### config.mk
export PLATFORM = sky130hd
export DESIGN_NAME = bcd_countdown_timer
export DESIGN_NICKNAME = d
export VERILOG_FILES = /design/src/rtl/timer_pkg.sv /design/src/rtl/bcd_digit_down.sv /design/src/rtl/bcd_countdown_timer.sv
export SDC_FILE = /design/constraint.sdc
export NUM_CORES = 1
export LEC_CHECK = 0
export BUFFER_PORTS_ARGS = -buffer_cell sky130_fd_sc_hd__buf_2
export CORE_ASPECT_RATIO = 1.5
export CORE_MARGIN = 5
export CORE_UTILIZATION = 35
export DETAILED_ROUTE_END_ITERATION = 6
export PLACE_DENSITY_LB_ADDON = 0.25
export SLEW_MARGIN = 20
export SYNTH_ARGS = -nofsm -noshare
export SYNTH_HDL_FRONTEND = slang
export SYNTH_SLANG_ARGS = --single-unit
### constraint.sdc
create_clock -name clk -period 5.3 [get_ports clk]
set_clock_uncertainty 0.15 [all_clocks]
set_input_delay 0.53 -clock clk [delete_from_list [all_inputs] [get_ports clk]]
set_output_delay 0.53 -clock clk [all_outputs]
set_load 0.005 [all_outputs]
### src/rtl/timer_pkg.sv
// Shared types and constants for the BCD MM:SS countdown timer.
package timer_pkg;

  typedef enum logic [1:0] {
    ST_IDLE    = 2'd0,
    ST_RUN     = 2'd1,
    ST_PAUSE   = 2'd2,
    ST_EXPIRED = 2'd3
  } state_t;

  localparam int          DIGIT_W   = 4;
  localparam logic [3:0]  DIGIT_MAX = 4'd9;
  localparam logic [3:0]  SEC_T_MAX = 4'd5;

  typedef struct packed {
    logic [DIGIT_W-1:0] min_t;
    logic [DIGIT_W-1:0] min_u;
    logic [DIGIT_W-1:0] sec_t;
    logic [DIGIT_W-1:0] sec_u;
  } bcd_time_t;

  localparam bcd_time_t TIME_ZERO = 16'h0000;
  localparam bcd_time_t TIME_ONE  = 16'h0001;

  function automatic logic [DIGIT_W-1:0] clamp_digit(input logic [DIGIT_W-1:0] d,
                                                     input logic [DIGIT_W-1:0] lim);
    return (d > lim) ? lim : d;
  endfunction

endpackage

### src/rtl/bcd_digit_down.sv
// One BCD digit of a down-counter: decrements on borrow_in, wrapping 0 -> wrap.
import timer_pkg::*;

module bcd_digit_down (
  input  logic [DIGIT_W-1:0] digit,
  input  logic               borrow_in,
  input  logic [DIGIT_W-1:0] wrap,
  output logic [DIGIT_W-1:0] next_digit,
  output logic               borrow_out
);

  // Decrement with wrap and borrow propagation
  always_comb begin
    next_digit = digit;
    borrow_out = 1'b0;
    if (borrow_in) begin
      if (digit == 4'd0) begin
        next_digit = wrap;
        borrow_out = 1'b1;
      end else begin
        next_digit = digit - 4'd1;
        borrow_out = 1'b0;
      end
    end else begin
      next_digit = digit;
      borrow_out = 1'b0;
    end
  end

endmodule

### src/rtl/bcd_countdown_timer.sv
// MM:SS BCD countdown timer driven by a 1 Hz tick pulse, with pause, expiry
// flagging and optional auto-reload of the stored preset.
import timer_pkg::*;

module bcd_countdown_timer #(
  parameter bit AUTO_RELOAD  = 1'b0,
  parameter int MAX_MIN_TENS = 5
) (
  input  logic       clk,
  input  logic       reset_n,
  input  logic       tick_i,
  input  logic       load,
  input  logic [7:0] preset_min,
  input  logic [7:0] preset_sec,
  input  logic       start,
  input  logic       stop,
  input  logic       clear,
  output logic [7:0] min_o,
  output logic [7:0] sec_o,
  output logic       running,
  output logic       tick_en,
  output logic       expired,
  output logic       alarm
);

  localparam logic [3:0] MIN_T_MAX = MAX_MIN_TENS[3:0];

  state_t    state_r, state_s;
  bcd_time_t count_r, count_s, preset_r, preset_s, dec_s, clamped_s;
  logic      alarm_r, alarm_s, expired_r, expired_s, running_r;
  logic      reload_pend_r, reload_pend_s;
  logic      b_su_s, b_st_s, b_mu_s, b_mt_s;

  // A borrow out of the top digit means the count is 00:00 and must not move.
  bcd_digit_down u_sec_u (.digit(count_r.sec_u), .borrow_in(1'b1), .wrap(DIGIT_MAX),
                          .next_digit(dec_s.sec_u), .borrow_out(b_su_s));
  bcd_digit_down u_sec_t (.digit(count_r.sec_t), .borrow_in(b_su_s), .wrap(SEC_T_MAX),
                          .next_digit(dec_s.sec_t), .borrow_out(b_st_s));
  bcd_digit_down u_min_u (.digit(count_r.min_u), .borrow_in(b_st_s), .wrap(DIGIT_MAX),
                          .next_digit(dec_s.min_u), .borrow_out(b_mu_s));
  bcd_digit_down u_min_t (.digit(count_r.min_t), .borrow_in(b_mu_s), .wrap(MIN_T_MAX),
                          .next_digit(dec_s.min_t), .borrow_out(b_mt_s));

  assign clamped_s.min_t = clamp_digit(preset_min[7:4], MIN_T_MAX);
  assign clamped_s.min_u = clamp_digit(preset_min[3:0], DIGIT_MAX);
  assign clamped_s.sec_t = clamp_digit(preset_sec[7:4], SEC_T_MAX);
  assign clamped_s.sec_u = clamp_digit(preset_sec[3:0], DIGIT_MAX);

  // Next-state logic, priority clear > load > stop > start > tick
  always_comb begin
    state_s       = state_r;
    count_s       = reload_pend_r ? preset_r : count_r;
    preset_s      = preset_r;
    alarm_s       = alarm_r;
    expired_s     = 1'b0;
    reload_pend_s = 1'b0;
    if (clear) begin
      state_s  = ST_IDLE;
      count_s  = TIME_ZERO;
      preset_s = TIME_ZERO;
      alarm_s  = 1'b0;
    end else if (load) begin
      state_s  = ST_IDLE;
      count_s  = clamped_s;
      preset_s = clamped_s;
      alarm_s  = 1'b0;
    end else if (stop) begin
      if (state_r == ST_RUN) begin
        state_s = ST_PAUSE;
      end else begin
        state_s = state_r;
      end
    end else if (start) begin
      case (state_r)
        ST_IDLE, ST_PAUSE: state_s = (count_r != TIME_ZERO) ? ST_RUN : state_r;
        ST_EXPIRED: begin
          count_s = preset_r;
          alarm_s = 1'b0;
          state_s = (preset_r != TIME_ZERO) ? ST_RUN : ST_IDLE;
        end
        default: state_s = state_r;
      endcase
    end else if (tick_i && (state_r == ST_RUN) && !reload_pend_r && !b_mt_s) begin
      count_s = dec_s;
      if (count_r == TIME_ONE) begin
        expired_s = 1'b1;
        if (AUTO_RELOAD && (preset_r != TIME_ZERO)) begin
          reload_pend_s = 1'b1;
        end else begin
          state_s = ST_EXPIRED;
          alarm_s = 1'b1;
        end
      end else begin
        expired_s = 1'b0;
      end
    end else begin
      state_s = state_r;
    end
  end

  // State and output registers
  always_ff @(posedge clk or negedge reset_n) begin
    if (!reset_n) begin
      state_r       <= ST_IDLE;
      count_r       <= TIME_ZERO;
      preset_r      <= TIME_ZERO;
      alarm_r       <= 1'b0;
      expired_r     <= 1'b0;
      running_r     <= 1'b0;
      reload_pend_r <= 1'b0;
    end else begin
      state_r       <= state_s;
      count_r       <= count_s;
      preset_r      <= preset_s;
      alarm_r       <= alarm_s;
      expired_r     <= expired_s;
      running_r     <= (state_s == ST_RUN);
      reload_pend_r <= reload_pend_s;
    end
  end

  assign min_o   = {count_r.min_t, count_r.min_u};
  assign sec_o   = {count_r.sec_t, count_r.sec_u};
  assign running = running_r;
  assign tick_en = running_r;
  assign expired = expired_r;
  assign alarm   = alarm_r;

endmodule
==> metrics.cfg <==
[status]
run_status=complete, no violations

[timing]
fin_setup_tns_ns=0
worst_slew_margin_rel=0.4122
max_slew.worst_pin.slew_ns=0.8816
timing.final.setup_violations=0
finalHoldViolCount=0
clock.fmax_mhz=401.5
unrepaired_setup_endpoints_after_global_routing=no
period_needed_ns=2.491
min_period_over_period=0.4699
final_max_slew_viol_count=0

[synth]
postSynthNetCount=273
ys_top_cells_by_area=sky130_fd_sc_hd__dfrtp_1, sky130_fd_sc_hd__a21oi_1, sky130_fd_sc_hd__nand2_1
synth_warnings=0
yosys-top-cells-count=sky130_fd_sc_hd__dfrtp_1, sky130_fd_sc_hd__nand2_1, sky130_fd_sc_hd__nor2_1
synth_enable_flop_cells=0
yosysTopAreaCellShare=0.4068
synth_seq_cells=37
synth_unique_cells=60
post_synth_fa_ha_maj_area_fraction=0.01649
post_synth_and_or_nand_nor_area_fraction=0.2276
ys_seq_area_frac=0.4068
syn_avg_cell_area_um2=9.214
dominant_combinational_cell_family_by_area_after_synthesis=compound AO/OA/AOI/OAI gates
synthXorXnorAreaFrac=0.007697
synthDominantAreaCellType=sky130_fd_sc_hd__dfrtp_1
synth-compound-area-share=0.2683
netlist_area_um2=2276
synthArstFlopShare=1.000
synth.most_common_cell=sky130_fd_sc_hd__dfrtp_1
post_synth_inst_count=247
synthFlopType=sky130_fd_sc_hd__dfrtp_1
synth_mux_area_frac=0.02419

[route]
postRouteAntennaNets=0
detail_route.wl_per_cell_um=16.56
first_pass_iters=4
drcViolationCount=0
routed_via_density=5.617
detailroute.via_count=2022
drtIter0Drc=161
routed_wirelength_um=5962

[die]
floorplan.rows=36
design.die.area_um2=8248
fp.dieH_um=108.8
design.portCount=43
core_area_um2=6441
horizontal_die_dimension_um=75.84
initial_core_utilization=0.3533

[critical_path]
worst_path_max_delay_cell=sky130_fd_sc_hd__nor3b_4
worstSetupEndpointType=flip-flop
cp_data_arrival_time_ns=2.53
worstReg2RegStart=min_o[0]
critical-path-top-cell-by-count=sky130_fd_sc_hd__nand2_2
ff2ff_path_depth=7
crit_path_buffers_inverters=1
worstSetupPathDepth=7
endpoint_required_time_on_the_critical_path_ns=5.34
criticalPathCategory=reg2reg
timing.critical_path.cells=inv_1 > ha_1 > nor3b_4 > nand2_2 > o41ai_2 > nand2_2 > mux2_4
critical_path.max_fanout=8
start_point_of_the_critical_path=min_o[0]
timing.critical_path.slowest_cell_delay_ns=0.48
critical_path.top_delay_family=simple AND/OR/NAND/NOR gates
type_of_element_launching_the_critical_path=flip-flop

[place]
place_area_um2=2519
final_replace_weighted_congestion=0.8116
detailed_place_hpwl_um=4306
io_buffer_count=42

[clock_tree]
post-cts-setup-buffer-count=0
clock_tree_from_tritoncts=yes
clock_tree.root_cell=sky130_fd_sc_hd__clkbuf_8
htreeDepth=2
hold_buffers=0
cts.sink_count=37
cts.clk_slew.worst_paths_ns=0.08
ctsLongestPathBuffers=2
post_cts_resized=0
cts_made_buffers=5
worst_skew_pair.late_latency_ns=0.29

[finish]
antennaDiodeCount=0
syn2layout_area_growth_pct=14.46
num-nets-final=309
area.sequential_um2=925.9
num-fill-cells=663
multi_input_comb_area_um2=1239
post-route-cell-area_um2=2605
drive_gt1_frac=0.2430

[flow_run]
drv.max_cap_violation_count=0

[global_routing]
global_route.overflow_total=0
globalRouteTotalUtil=0.1553
pin_count_of_the_biggest_net_entering_global_routing=38
first_global_vias=1964
grt_pass1_wl_um=9894
initial_antenna_violation_count=0

[power]
cellPowerDensity_nw_per_um2=265.4
p_leak_nw=1.199
max-vdd-ir-drop_v=0.0001160

[min_path]
min-delay-path-class=in2async

[registers in the layout, summed over array words and instances (netlist names)]
register	cells
state_r	2
sec_o	8
running	1
min_o	8
alarm	1
expired	1
preset_r	16
[cell type report]
cell class                      instances  area share
Timing Repair Buffer                   42     0.08069
Clock buffer                            5     0.02642
Tap cell                               76     0.03650
Clock inverter                          3    0.006724
Sequential cell                        37      0.3554
Multi-Input combinational cell        184      0.4755
Inverter                               13     0.01873
[layer usage]
layer,vias up,track usage,part of all wire
met1,973,0.1942,0.42
met2,52,0.2659,0.51
met5,-,0,0
li1,989,-,-
met4,0,0.05000,0.018
met3,8,0.02491,0.051
[through the flow]
| step | util | total power [mW] | std cells | hold WS, ns | setup slack (ns) |
|---|---|---|---|---|---|
| after detailed placement | 0.3910 | 0.5011 | 352 | 0.3447 | 2.801 |
| after global routing | 0.4044 | 0.7332 | 360 | 0.2800 | 2.618 |
| final | 0.4044 | 0.6913 | 360 | 0.2016 | 2.810 |
| after CTS | 0.4044 | 0.6998 | 360 | 0.2388 | 2.805 |
| after global placement | 0.3910 | 0.5002 | 352 | 0.3401 | 2.840 |
| after floorplan | - | 0.4448 | 247 | 0.08441 | 3.051 |
[report_power, final]
group | leakage [nW] | total, mW | switching [mW] | internal, mW
Sequential | 0.491 | 0.332 | 0.0312 | 0.300
Clock | 0.0439 | 0.197 | 0.106 | 0.0908
Combinational | 0.664 | 0.163 | 0.0953 | 0.0673
[path summary, 6_finish.rpt]
kind / endpoint / slack (ns)
worst max-delay path: min_o[5] / 2.81
worst min-delay path: state_r[1] / 0.20
worst max register to register: min_o[5] / 2.81
worst min register to register: preset_r[0] / 0.36
max in group asynchronous: preset_r[13] / 4.24
min in group clk: preset_r[0] / 0.36
[logic make-up after synthesis]
| group | count (synthesis) |
|---|---|
| AO/OA/AOI/OAI | 83 |
| XOR/XNOR | 2 |
| adder cells (fa/ha/maj) | 3 |
| buffers and inverters | 26 |
| flip-flops | 37 |
| multiplexers | 5 |
| AND/OR/NAND/NOR | 91 |
[cell usage in the layout (no fill, tap or decap), drive strengths merged, types with 4 or more instances in the layout]
cell type / Yosys / final
buf: 5 / 42
dfrtp: 37 / 37
nand2: 27 / 27
nor2: 22 / 22
a21oi: 21 / 21
o21ai: 19 / 19
inv: 13 / 13
nor3: 9 / 9
a211oi: 7 / 7
a31oi: 6 / 6
nand3: 6 / 6
nor4: 6 / 6
clkbuf: 8 / 5
o41ai: 5 / 5
mux2i: 4 / 4
o21a: 4 / 4
o211ai: 4 / 4
(Power assumes the default switching activity.)
